[config.mk]
export PLATFORM = sky130hd
export DESIGN_NAME = vga_scan_gen
export DESIGN_NICKNAME = d
export VERILOG_FILES = /design/src/rtl/vga_pkg.sv /design/src/rtl/mod_counter.sv /design/src/rtl/vga_scan_gen.sv
export SDC_FILE = /design/constraint.sdc
export NUM_CORES = 1
export LEC_CHECK = 0
export ABC_CLOCK_PERIOD_IN_PS = 5100
export CORE_ASPECT_RATIO = 0.9
export CORE_MARGIN = 5
export CORE_UTILIZATION = 33
export CTS_CLUSTER_SIZE = 8
export DETAILED_ROUTE_END_ITERATION = 10
export GPL_TIMING_DRIVEN = 0
export PLACE_DENSITY = 0.65
export SETUP_SLACK_MARGIN = 0.4
export SYNTH_ARGS = -nofsm -noshare
export SYNTH_HDL_FRONTEND = slang
export SYNTH_SLANG_ARGS = --single-unit
export TNS_END_PERCENT = 1
[constraint.sdc]
create_clock -name clk -period 5.1 [get_ports clk]
set_input_delay 0.765 -clock clk [delete_from_list [all_inputs] [get_ports clk]]
set_output_delay 0.765 -clock clk [all_outputs]
set_load 0.05 [all_outputs]
[src/rtl/vga_pkg.sv]
// vga_pkg: 640x480@60 timing constants shared by the scan generator.
package vga_pkg;
  localparam int CNT_W = 10;
  localparam int H_ACTIVE = 640, H_FP = 16, H_SYNC = 96, H_BP = 48;
  localparam int V_ACTIVE = 480, V_FP = 10, V_SYNC = 2, V_BP = 33;
  localparam int H_TOTAL = H_ACTIVE + H_FP + H_SYNC + H_BP;
  localparam int V_TOTAL = V_ACTIVE + V_FP + V_SYNC + V_BP;
  localparam int H_SYNC_START = H_ACTIVE + H_FP;
  localparam int H_SYNC_END = H_SYNC_START + H_SYNC - 1;
  localparam int V_SYNC_START = V_ACTIVE + V_FP;
  localparam int V_SYNC_END = V_SYNC_START + V_SYNC - 1;
endpackage

[src/rtl/mod_counter.sv]
// mod_counter: enabled 0..MAX-1 wrap counter; wrap flags the enabled terminal step.
module mod_counter #(
  parameter int MAX = vga_pkg::H_TOTAL,
  parameter int W = vga_pkg::CNT_W
) (
  input  logic         clk,
  input  logic         resetn,
  input  logic         en,
  output logic [W-1:0] cnt,
  output logic         wrap
);
  assign wrap = en && (cnt == W'(MAX - 1));
  always_ff @(posedge clk or negedge resetn)
    if (!resetn) cnt <= '0;
    else if (en) cnt <= wrap ? '0 : cnt + 1'b1;
endmodule

[src/rtl/vga_scan_gen.sv]
// vga_scan_gen: VGA scan counters, frame-buffer addressing and registered sync/blank/RGB.
module vga_scan_gen #(
  parameter int H_ACTIVE = vga_pkg::H_ACTIVE,
  parameter int H_FP = vga_pkg::H_FP,
  parameter int H_SYNC = vga_pkg::H_SYNC,
  parameter int H_BP = vga_pkg::H_BP,
  parameter int V_ACTIVE = vga_pkg::V_ACTIVE,
  parameter int V_FP = vga_pkg::V_FP,
  parameter int V_SYNC = vga_pkg::V_SYNC,
  parameter int V_BP = vga_pkg::V_BP
) (
  input  logic        clk,
  input  logic        resetn,
  input  logic        pix_en,
  input  logic [23:0] vga_data,
  output logic [9:0]  h_addr,
  output logic [9:0]  v_addr,
  output logic        hsync,
  output logic        vsync,
  output logic        valid,
  output logic [7:0]  vga_r,
  output logic [7:0]  vga_g,
  output logic [7:0]  vga_b,
  output logic        frame_start
);
  localparam int H_TOTAL = H_ACTIVE + H_FP + H_SYNC + H_BP;
  localparam int V_TOTAL = V_ACTIVE + V_FP + V_SYNC + V_BP;
  localparam logic [9:0] HS0 = 10'(H_ACTIVE + H_FP);
  localparam logic [9:0] HS1 = 10'(H_ACTIVE + H_FP + H_SYNC - 1);
  localparam logic [9:0] VS0 = 10'(V_ACTIVE + V_FP);
  localparam logic [9:0] VS1 = 10'(V_ACTIVE + V_FP + V_SYNC - 1);
  logic [9:0] h_cnt, v_cnt;
  logic h_wrap, v_wrap, active0;
  mod_counter #(.MAX(H_TOTAL), .W(10)) u_h (
    .clk(clk), .resetn(resetn), .en(pix_en), .cnt(h_cnt), .wrap(h_wrap)
  );
  // the vertical counter steps only on the horizontal wrap
  mod_counter #(.MAX(V_TOTAL), .W(10)) u_v (
    .clk(clk), .resetn(resetn), .en(h_wrap), .cnt(v_cnt), .wrap(v_wrap)
  );
  assign active0 = (h_cnt < 10'(H_ACTIVE)) && (v_cnt < 10'(V_ACTIVE));
  assign h_addr = active0 ? h_cnt : '0;
  assign v_addr = active0 ? v_cnt : '0;
  always_ff @(posedge clk or negedge resetn)
    if (!resetn) begin
      hsync <= 1'b1;
      vsync <= 1'b1;
      valid <= 1'b0;
      {vga_r, vga_g, vga_b} <= '0;
      frame_start <= 1'b0;
    end else if (pix_en) begin
      hsync <= !(h_cnt >= HS0 && h_cnt <= HS1);
      vsync <= !(v_cnt >= VS0 && v_cnt <= VS1);
      valid <= active0;
      {vga_r, vga_g, vga_b} <= active0 ? vga_data : 24'h0;
      frame_start <= (h_cnt == '0) && (v_cnt == '0);
    end
endmodule

==> results of run 1 <==
## cells in the mapped netlist, drive strengths merged (2+ instances only)
library cell and n:
a21oi 2, a31oi 3, and2 21, and3 3
and4 2, buf 5, clkbuf 11, dfrtp 46
dfstp 2, ha 4, inv 28, mux2 6
nand2 11, nand3 27, nand3b 2, nand4 3
nand4b 2, nor2 12, nor3 6, nor4 4
o21ai 28, or3 2, xnor2 4, xor2 6
## path summary, 6_finish.rpt
| kind | startpoint | end | slack (ns) |
|---|---|---|---|
| worst max-delay path | u_h.cnt[7]$_DFFE_PN0P_ | v_addr[3] | 1.56 |
| worst min-delay path | resetn | u_v.cnt[7]$_DFFE_PN0N_ | 0.38 |
| worst max register to register | u_h.cnt[7]$_DFFE_PN0P_ | vga_g[7]$_DFFE_PN0P_ | 3.24 |
| worst min register to register | hsync$_DFFE_PN1P_ | hsync$_DFFE_PN1P_ | 0.50 |
| max in group asynchronous | resetn | hsync$_DFFE_PN1P_ | 4.15 |
| min in group clk | hsync$_DFFE_PN1P_ | hsync$_DFFE_PN1P_ | 0.50 |
## sequential cells by signal (all words and copies together), names as in the netlist
name,cells
hsync,1
u_h.cnt,10
valid,1
vga_b,8
vga_r,8
frame_start,1
vga_g,8
u_v.cnt,10
vsync,1
## where the power goes
group / switching [mW] / internal, mW
clock: 0.124 / 0.173
combinational: 0.247 / 0.152
sequential: 0.0387 / 0.421
## through the flow
step | setup slack [ns] | instance area [um^2] | power (mW) | hold slack [ns]
after floorplan | 2.73 | 2420 | 0.729 | 0.469
after global placement | 1.81 | 3270 | 0.862 | 0.484
after detailed placement | 1.86 | 3280 | 0.870 | 0.486
after CTS | 1.52 | 3410 | 1.17 | 0.381
after global routing | 1.34 | 3410 | 1.22 | 0.394
final | 1.56 | 3410 | 1.16 | 0.382
## area by class of cell
class | count | area share, %
clock buffer | 7 | 2.83
multi-input combinational | 159 | 30.2
inverter | 28 | 3.08
tap | 93 | 3.42
sequential | 48 | 35.3
buffer | 16 | 2.39
timing repair buffer | 74 | 21.9
clock inverter | 1 | 0.881
## worst max-delay path, stage by stage (launching register included)
cell and delay [ns]:
sky130_fd_sc_hd__dfrtp_1 0.48, sky130_fd_sc_hd__o21ai_0 0.18, sky130_fd_sc_hd__and3b_1 0.17, sky130_fd_sc_hd__clkbuf_1 0.27
sky130_fd_sc_hd__clkbuf_1 0.38, sky130_fd_sc_hd__and2_1 0.20, sky130_fd_sc_hd__clkdlybuf4s50_1 0.80
## metal layers
layer / up-vias / wire length (um)
met2: 47 / 2760
met1: 975 / 2880
met3: 6 / 295
li1: 997 / -
met5: - / 0
met4: 0 / 78
## cell families after synthesis
family | Yosys count
buffers and inverters | 44
and+or+nand+nor | 99
muxes | 7
AOI/OAI and AO/OA | 38
adders and majority gates | 4
other | 1
xor gates and xnor gates | 10
DFF | 48
==> flow_summary.json, run 1 <==
{
  "maxSlewHeadroom_pct": 63.5,
  "seq_area_um2": 1200,
  "global_route.usage.met3_pct": 2.76,
  "globalRouteMet2Util_pct": 21.2,
  "critical_path.endpoint_type": "output port",
  "initial_utilization_pct": 34.0,
  "drt_iter0_drc": 94,
  "yosysUniqueCellTypes": 44,
  "grt_pass1_vias": 2051,
  "ioPinCount": 75,
  "seq_area_frac_synth_pct": 49.8,
  "drt-vias-per-instance": 4.75,
  "synth_simple_gate_area_share_pct": 24.5,
  "cts-hold-fix-buffers": 0,
  "tritoncts": "yes",
  "startpoint_type_of_the_worst_setup_path": "flip-flop",
  "final_nets": 363,
  "synth_compound_gate_area_share_pct": 8.85,
  "highest_count_cells_in_the_layout_ignoring_fill_and_taps": "sky130_fd_sc_hd__clkdlybuf4s50_1 (72), sky130_fd_sc_hd__dfrtp_1 (46), sky130_fd_sc_hd__inv_1 (28)",
  "worst_reg2reg_path_depth": 6,
  "wire_length_per_cell_after_detailed_routing_um": 14.1,
  "htree_num_levels": 2,
  "final_layout_size_suffix_gt1_share_pct": 8.71,
  "synth_fp_nets": 282,
  "worstPathArrival_ns": 2.78,
  "area_used_by_multi_input_combinational_logic_um2": 1030,
  "synth_largest_type_area_fraction_pct": 47.6,
  "setup_viol_count_final": 0,
  "fp-row-count": 29,
  "achievable-frequency_ghz": 0.282,
  "power_density_nw_per_um2": 339,
  "clock_path_buffers": 2,
  "synth_area_per_cell_um2": 9.64,
  "insertedDiodeCount": 0,
  "power.static_leakage_nw": 1.52,
  "layout.cells.most_common": "sky130_fd_sc_hd__clkdlybuf4s50_1",
  "final-instance-count-excl-fill": 426,
  "tightestPinTransition_ns": 0.546,
  "drv.max_cap_violation_count": 0,
  "synth_edf_count": 0,
  "synth.mux.area_fraction_pct": 3.36,
  "place_inst": 418,
  "layout.filler_cells": 695,
  "worst_setup_hold_path_clk_slew_ns": 0.09,
  "detail_route.drc_violations": 0,
  "hold_path_class": "primary input to async pin",
  "post_cts_buffers": 0,
  "finalCoreUtilization_pct": 47.9,
  "busiest_layer": "met2",
  "worst_ep_required_time_ns": 4.34,
  "drt_wl_total_um": 6010,
  "synthAdderAreaFrac_pct": 2.07,
  "status": "finished, final reports clean",
  "fin_worst_skew_ns": 0.00426,
  "grt_max_degree": 34,
  "port_buffers": 73,
  "dominant_combinational_cell_family_by_area_after_synthesis": "simple AND/OR/NAND/NOR gates",
  "detail-route-antenna-nets": 0,
  "grt_antenna_before_repair": 0,
  "floorplan.die.height_um": 91.2,
  "synth_cells": 251,
  "placeableCoreArea_um2": 7110,
  "synth_top_flop_cell": "sky130_fd_sc_hd__dfrtp_1",
  "via_count": 2025,
  "maxSlewViolCount": 0,
  "design.die.area_um2": 9140,
  "synthesis.area_um2": 2420,
  "synth_xor_xnor_area_share_pct": 3.62,
  "global_route.usage.total_pct": 13.7,
  "path_class": "flip-flop to output port",
  "synth_top_cell_by_area": "sky130_fd_sc_hd__dfrtp_1",
  "groute.layer.met1.usage_pct": 19.0,
  "grt_setup_unrepaired": "false",
  "ir_drop_v": 0.000124,
  "post_synth_main_area_contributors": "sky130_fd_sc_hd__dfrtp_1 (48%), sky130_fd_sc_hd__nand3_1 (5.6%), sky130_fd_sc_hd__o21ai_0 (5.6%)",
  "cts-root-buf": "sky130_fd_sc_hd__clkbuf_8",
  "clock_sink_count": 48,
  "yosysWarnings": 0,
  "place_hpwl_um": 4470,
  "cts_inserted_buffers": 5,
  "timing.final.hold_violations": 0,
  "grt_overflow": 0,
  "post-route-period-util_pct": 69.5,
  "global_route_wire_length_before_repair_um": 10200,
  "routabilityCongestion": 0.794,
  "dr.pass1.iters": 4,
  "ys_ff_latch": 48,
  "final.setup.tns_ns": 0,
  "area_growth_pct": 40.9,
  "die_x_um": 100,
  "cp_max_fo": 10,
  "async_reset_ff_share_pct": 100,
  "post_cts.resized_instances": 0,
  "post-route-min-period_ns": 3.54,
  "clock_latency_ns": 0.29
}
Power figures use the tool's default switching activity.
==> run 2, diff against run 1 <==
ABC_CLOCK_PERIOD_IN_PS = 3050   (was 5100)
PLACE_DENSITY = 0.67   (was 0.65)
clock period = 3.05 ns   (was 5.1 ns; I/O delays follow)
==> run 2 against run 1 <==
  * Flip-flop and latch count did not move
  * Final cell count is the same
  * Combinational power is 65% higher
  * First-iteration DRC count fell by 37%
  * Die area unchanged
  * Critical path depth is the same
  * Critical path type unchanged
  * Critical endpoint is now v_addr[4]
  * Largest power group unchanged
==> flow_summary.json, run 2 (synthesis gave the netlist of run 1 again) <==
{
  "placeableCoreArea_um2": 7110,
  "achievable-frequency_ghz": 0.393,
  "detail_route.drc_violations": 0,
  "dr.pass1.iters": 4,
  "floorplan.die.height_um": 91.2,
  "clock_path_buffers": 2,
  "clock_sink_count": 48,
  "worst_ep_required_time_ns": 2.59,
  "drt-vias-per-instance": 4.72,
  "fin_ws_ns": 0.507,
  "area_growth_pct": 41.0,
  "final-instance-count-excl-fill": 426,
  "worst_setup_hold_path_clk_slew_ns": 0.09,
  "cp_max_fo": 10,
  "cts-hold-fix-buffers": 0,
  "port_buffers": 73,
  "place_inst": 418,
  "startpoint_type_of_the_worst_setup_path": "flip-flop",
  "via_count": 2009,
  "tightestPinTransition_ns": 0.547,
  "grt_pass1_vias": 2014,
  "maxSlewViolCount": 0,
  "fp-row-count": 29,
  "post-route-period-util_pct": 83.4,
  "global_route.usage.total_pct": 13.5,
  "place_hpwl_um": 4550,
  "critical_path.endpoint_type": "output port",
  "post-route-min-period_ns": 2.54,
  "grt_max_degree": 33,
  "setup_viol_count_final": 0,
  "drv.max_cap_violation_count": 0,
  "path_class": "flip-flop to output port",
  "power_density_nw_per_um2": 552,
  "cts-root-buf": "sky130_fd_sc_hd__clkbuf_8",
  "power.static_leakage_nw": 1.55,
  "globalRouteMet2Util_pct": 22.4,
  "initial_utilization_pct": 34.0,
  "top_regs": "u_h.cnt x10, u_v.cnt x10",
  "wire_length_per_cell_after_detailed_routing_um": 14.2,
  "busiest_layer": "met2",
  "tritoncts": "yes",
  "post_dp_cell_area_um2": 3280,
  "maxSlewHeadroom_pct": 63.4,
  "clock_latency_ns": 0.29,
  "timing.final.hold_violations": 0,
  "finalCoreUtilization_pct": 48.0,
  "fin_total_pwr_mw": 1.88,
  "global_route_wire_length_before_repair_um": 10100,
  "hold_ws_ns": 0.0723,
  "post_cts_buffers": 0,
  "status": "finished, final reports clean",
  "groute.layer.met1.usage_pct": 18.6,
  "final.setup.tns_ns": 0,
  "die_x_um": 100,
  "drt_wl_total_um": 6040,
  "insertedDiodeCount": 0,
  "drt_iter0_drc": 59,
  "finished_layout_cell_area_um2": 3410,
  "final_layout_size_suffix_gt1_share_pct": 14.4,
  "worstPathArrival_ns": 2.09,
  "grt_setup_unrepaired": "true",
  "grt_antenna_before_repair": 0,
  "placement.setup.worst_slack_ns": 0.111,
  "fin_worst_skew_ns": 0.00627,
  "routabilityCongestion": 0.771,
  "global_route.usage.met3_pct": 3.45,
  "htree_num_levels": 2,
  "detail-route-antenna-nets": 0,
  "hold_path_class": "primary input to async pin",
  "cts_inserted_buffers": 5,
  "layout.cells.most_common": "sky130_fd_sc_hd__clkdlybuf4s50_1",
  "highest_count_cells_in_the_layout_ignoring_fill_and_taps": "sky130_fd_sc_hd__clkdlybuf4s50_1 (53), sky130_fd_sc_hd__dfrtp_1 (46), sky130_fd_sc_hd__inv_1 (28)",
  "ioPinCount": 75,
  "grt_overflow": 0,
  "ir_drop_v": 0.000221,
  "final_nets": 363,
  "design.die.area_um2": 9140
}
-- run 2: cell count changes in the layout (fill, tap and decap cells not counted) --
cell / delta
sky130_fd_sc_hd__clkdlybuf4s50_1: -19
sky130_fd_sc_hd__clkinv_2: +1
sky130_fd_sc_hd__dlymetal6s2s_1: +2
sky130_fd_sc_hd__buf_2: +1
sky130_fd_sc_hd__clkbuf_2: +3
sky130_fd_sc_hd__clkdlybuf4s18_2: +2
sky130_fd_sc_hd__clkdlybuf4s15_2: +13
sky130_fd_sc_hd__clkinvlp_4: +1
sky130_fd_sc_hd__dlygate4sd2_1: +1
sky130_fd_sc_hd__clkbuf_1: -3
sky130_fd_sc_hd__clkbuf_8: -2
-- run 2: path summary, 6_finish.rpt --
kind / cells after the start / end / startpoint / slack [ns]
max: 6 / v_addr[4] / u_h.cnt[8]$_DFFE_PN0P_ / 0.51
min reg2reg: 2 / vsync$_DFFE_PN1P_ / vsync$_DFFE_PN1P_ / 0.50
max reg2reg: 6 / vga_r[2]$_DFFE_PN0P_ / u_h.cnt[8]$_DFFE_PN0P_ / 1.31
min: 1 / u_h.cnt[7]$_DFFE_PN0P_ / resetn / 0.07
min in group clk: 2 / vsync$_DFFE_PN1P_ / vsync$_DFFE_PN1P_ / 0.50
max in group asynchronous: 2 / vsync$_DFFE_PN1P_ / resetn / 2.41
-- run 2: layer usage --
layer / vias to the layer above / routed length (um)
met5: - / 0
met4: 0 / 0
met3: 0 / 285
met2: 43 / 2920
met1: 966 / 2830
li1: 1000 / -
-- run 2: cell type report --
class                   instances  area (um^2)
fillers                       687         3700
flip-flops and latches         48         1200
multi-input cells             159         1030
repair buffers                 74          761
well taps                      93          116
inverters                      28          105
plain buffers                  16         85.1
clock buffers                   5         68.8
clock inverters                 3         42.5
-- run 2: power by group --
group          leakage (nW)  internal [mW]  switching (mW)
Combinational         0.900          0.241           0.415
Clock                0.0541          0.243           0.214
Sequential            0.599          0.704          0.0657
Total                  1.55           1.19           0.694
-- run 2: critical path, cell delays in order, from the launching register on --
cell                              delay, ns
sky130_fd_sc_hd__dfrtp_1               0.48
sky130_fd_sc_hd__o21ai_0               0.17
sky130_fd_sc_hd__and3b_1               0.17
sky130_fd_sc_hd__clkbuf_2              0.19
sky130_fd_sc_hd__clkbuf_2              0.25
sky130_fd_sc_hd__and2_1                0.17
sky130_fd_sc_hd__clkdlybuf4s18_2       0.37
-- run 2: repair_timing --
action,4_1_cts,5_1_grt
resized for setup,49,12
pin swaps,0,0
setup endpoints to repair,19,19
==> run 3, diff against run 2 <==
ABC_CLOCK_PERIOD_IN_PS = 2560   (was 3050)
PLACE_DENSITY = 0.65   (was 0.67)
clock period = 2.56 ns   (was 3.05 ns; I/O delays follow)
==> run 3 against run 2 <==
  * Die area did not move
  * Design area grew 2.8%
  * Critical path type unchanged
  * Non-clock buffer count is 14 higher
  * Setup slack got worse by 0.078 ns
  * Sequential share of layout area decreased by 0.86 points
  * Final cell count increased by 3.3%
  * Critical endpoint is now h_addr[0]
  * Utilization increased by 1.4 points
  * First-iteration DRC count is 32% higher
  * Clock skew is 0.0018 ns lower
==> flow_summary.json, run 3 (synthesis gave the netlist of run 1 again) <==
{
  "hold_ws_ns": 0.499,
  "cp.buffers_inverters": 2,
  "htree_num_levels": 2,
  "cts-root-buf": "sky130_fd_sc_hd__clkbuf_8",
  "drt_wl_total_um": 6130,
  "achievable-frequency_ghz": 0.469,
  "detail_route.drc_violations": 0,
  "globalRouteMet2Util_pct": 21.6,
  "highest_count_cells_in_the_layout_ignoring_fill_and_taps": "sky130_fd_sc_hd__clkdlybuf4s50_1 (53), sky130_fd_sc_hd__dfrtp_1 (43), sky130_fd_sc_hd__inv_1 (28), sky130_fd_sc_hd__buf_4 (28)",
  "tightestPinTransition_ns": 0.548,
  "worst_reg2reg_path_depth": 7,
  "worst_ep_required_time_ns": 2.18,
  "regToRegStartpoint": "u_h.cnt[7]$_DFFE_PN0P_",
  "r2r_slack_ns": 0.64,
  "drv.max_cap_violation_count": 0,
  "insertedDiodeCount": 0,
  "ioPinCount": 75,
  "timing.final.hold_violations": 0,
  "tritoncts": "yes",
  "grt_max_degree": 34,
  "layout.filler_cells": 688,
  "die_x_um": 100,
  "final_layout_size_suffix_gt1_share_pct": 19.6,
  "final.setup.tns_ns": 0,
  "groute.layer.met1.usage_pct": 19.0,
  "grt_pass1_vias": 2086,
  "hold_path_class": "flip-flop to flip-flop",
  "post-route-min-period_ns": 2.13,
  "maxSlewViolCount": 0,
  "cp_max_fo": 8,
  "global_route.usage.met3_pct": 2.68,
  "maxSlewHeadroom_pct": 63.4,
  "worst_setup_hold_path_clk_slew_ns": 0.09,
  "clock_path_buffers": 2,
  "busiest_layer": "met2",
  "timing.critical_path.slowest_stage_cell": "sky130_fd_sc_hd__dfrtp_2",
  "fin_ws_ns": 0.429,
  "place_hpwl_um": 4470,
  "area_growth_pct": 45.0,
  "top_regs": "u_h.cnt x10, u_v.cnt x10",
  "setup_viol_count_final": 0,
  "grt_overflow": 0,
  "grt_antenna_before_repair": 0,
  "critical_path.endpoint_type": "output port",
  "power.static_leakage_nw": 1.63,
  "dr.pass1.iters": 6,
  "port_buffers": 73,
  "startpoint_type_of_the_worst_setup_path": "flip-flop",
  "final_nets": 377,
  "global_route.usage.total_pct": 13.8,
  "placeableCoreArea_um2": 7110,
  "post-route-period-util_pct": 83.3,
  "cell_depth_of_the_worst_setup_path": 5,
  "drt-vias-per-instance": 4.74,
  "clock_latency_ns": 0.30,
  "drt_iter0_drc": 78,
  "wire_length_per_cell_after_detailed_routing_um": 13.9,
  "slowest_delay_ns": 0.45,
  "worstSetupStartpoint": "u_h.cnt[7]$_DFFE_PN0P_",
  "finished_layout_cell_area_um2": 3510,
  "worst_path_dominant_cell_family": "buffers and inverters",
  "path_class": "flip-flop to output port",
  "cts_inserted_buffers": 5,
  "routabilityCongestion": 0.794,
  "fin_worst_skew_ns": 0.00446,
  "worstPathArrival_ns": 1.75,
  "grt_setup_unrepaired": "true",
  "power_density_nw_per_um2": 653,
  "r2r-end": "u_h.cnt[0]$_DFFE_PN0P_",
  "initial_utilization_pct": 34.0,
  "clock_sink_count": 48,
  "layout.cells.most_common": "sky130_fd_sc_hd__clkdlybuf4s50_1",
  "post_dp_cell_area_um2": 3280,
  "via_count": 2085,
  "place_inst": 418,
  "placement.setup.worst_slack_ns": -0.303,
  "final-instance-count-excl-fill": 440,
  "critPathCapture": "h_addr[0]",
  "worstPathCellList": "o21ai_0 > and3b_1 > buf_6 > and2_1 > clkdlybuf4s15_2",
  "fp-row-count": 29,
  "global_route_wire_length_before_repair_um": 10300,
  "status": "finished, final reports clean",
  "floorplan.die.height_um": 91.2,
  "design.die.area_um2": 9140,
  "ir_drop_v": 0.000242,
  "detail-route-antenna-nets": 0
}
## run 3: metal layers
metal,routed length (um),part of all wire [%]
met5,0,0
met4,106,1.7
met3,359,5.9
met2,2850,46
met1,2820,46
## run 3: worst min-delay path, delay by kind of cell (launching register included)
kind	cells	cell delay (ns)
flops	1	0.38
simple gates	2	0.13
## run 3: worst min-delay path by stage
stage	endpoint	slack [ns]	start	depth (start not counted)
3_3_place_gp	hsync$_DFFE_PN1P_	0.48	hsync$_DFFE_PN1P_	2
4_1_cts	hsync$_DFFE_PN1P_	0.50	hsync$_DFFE_PN1P_	2
2_1_floorplan	frame_start$_DFFE_PN0P_	0.09	resetn	0
5_1_grt	hsync$_DFFE_PN1P_	0.51	hsync$_DFFE_PN1P_	2
3_5_place_dp	u_v.cnt[0]$_DFFE_PN0N_	0.33	resetn	1
6_report	hsync$_DFFE_PN1P_	0.50	hsync$_DFFE_PN1P_	2
## run 3: final cells by class
cell class	instances	area (um^2)	area share [%]
timing repair buffer	88	812	23.2
inverter	28	105	3.00
buffer	16	109	3.10
multi-input combinational	159	1030	29.4
sequential	48	1210	34.4
clock buffer	7	96.3	2.75
clock inverter	1	30.0	0.856
tap	93	116	3.32
## run 3: report_power, final
group / switching [mW] / total (mW) / internal (mW)
clock network: 0.256 / 0.601 / 0.345
logic: 0.491 / 0.774 / 0.283
registers: 0.0764 / 0.915 / 0.839
## run 3: timing repair
item | CTS | global route
hold buffers | 1 | 0
pin swaps | 0 | 2
setup buffers | 3 | 10
resized for setup | 119 | 6
endpoints found under the setup margin | 19 | 19
endpoints found under the hold margin | 3 | 0
## run 3: through the flow
stage          total power [mW]  utilization (%)
2_1_floorplan              1.45                -
3_3_place_gp               1.72             45.9
3_5_place_dp               1.73             46.1
4_1_cts                    2.32             48.2
5_1_grt                    2.42             49.3
6_report                   2.29             49.3
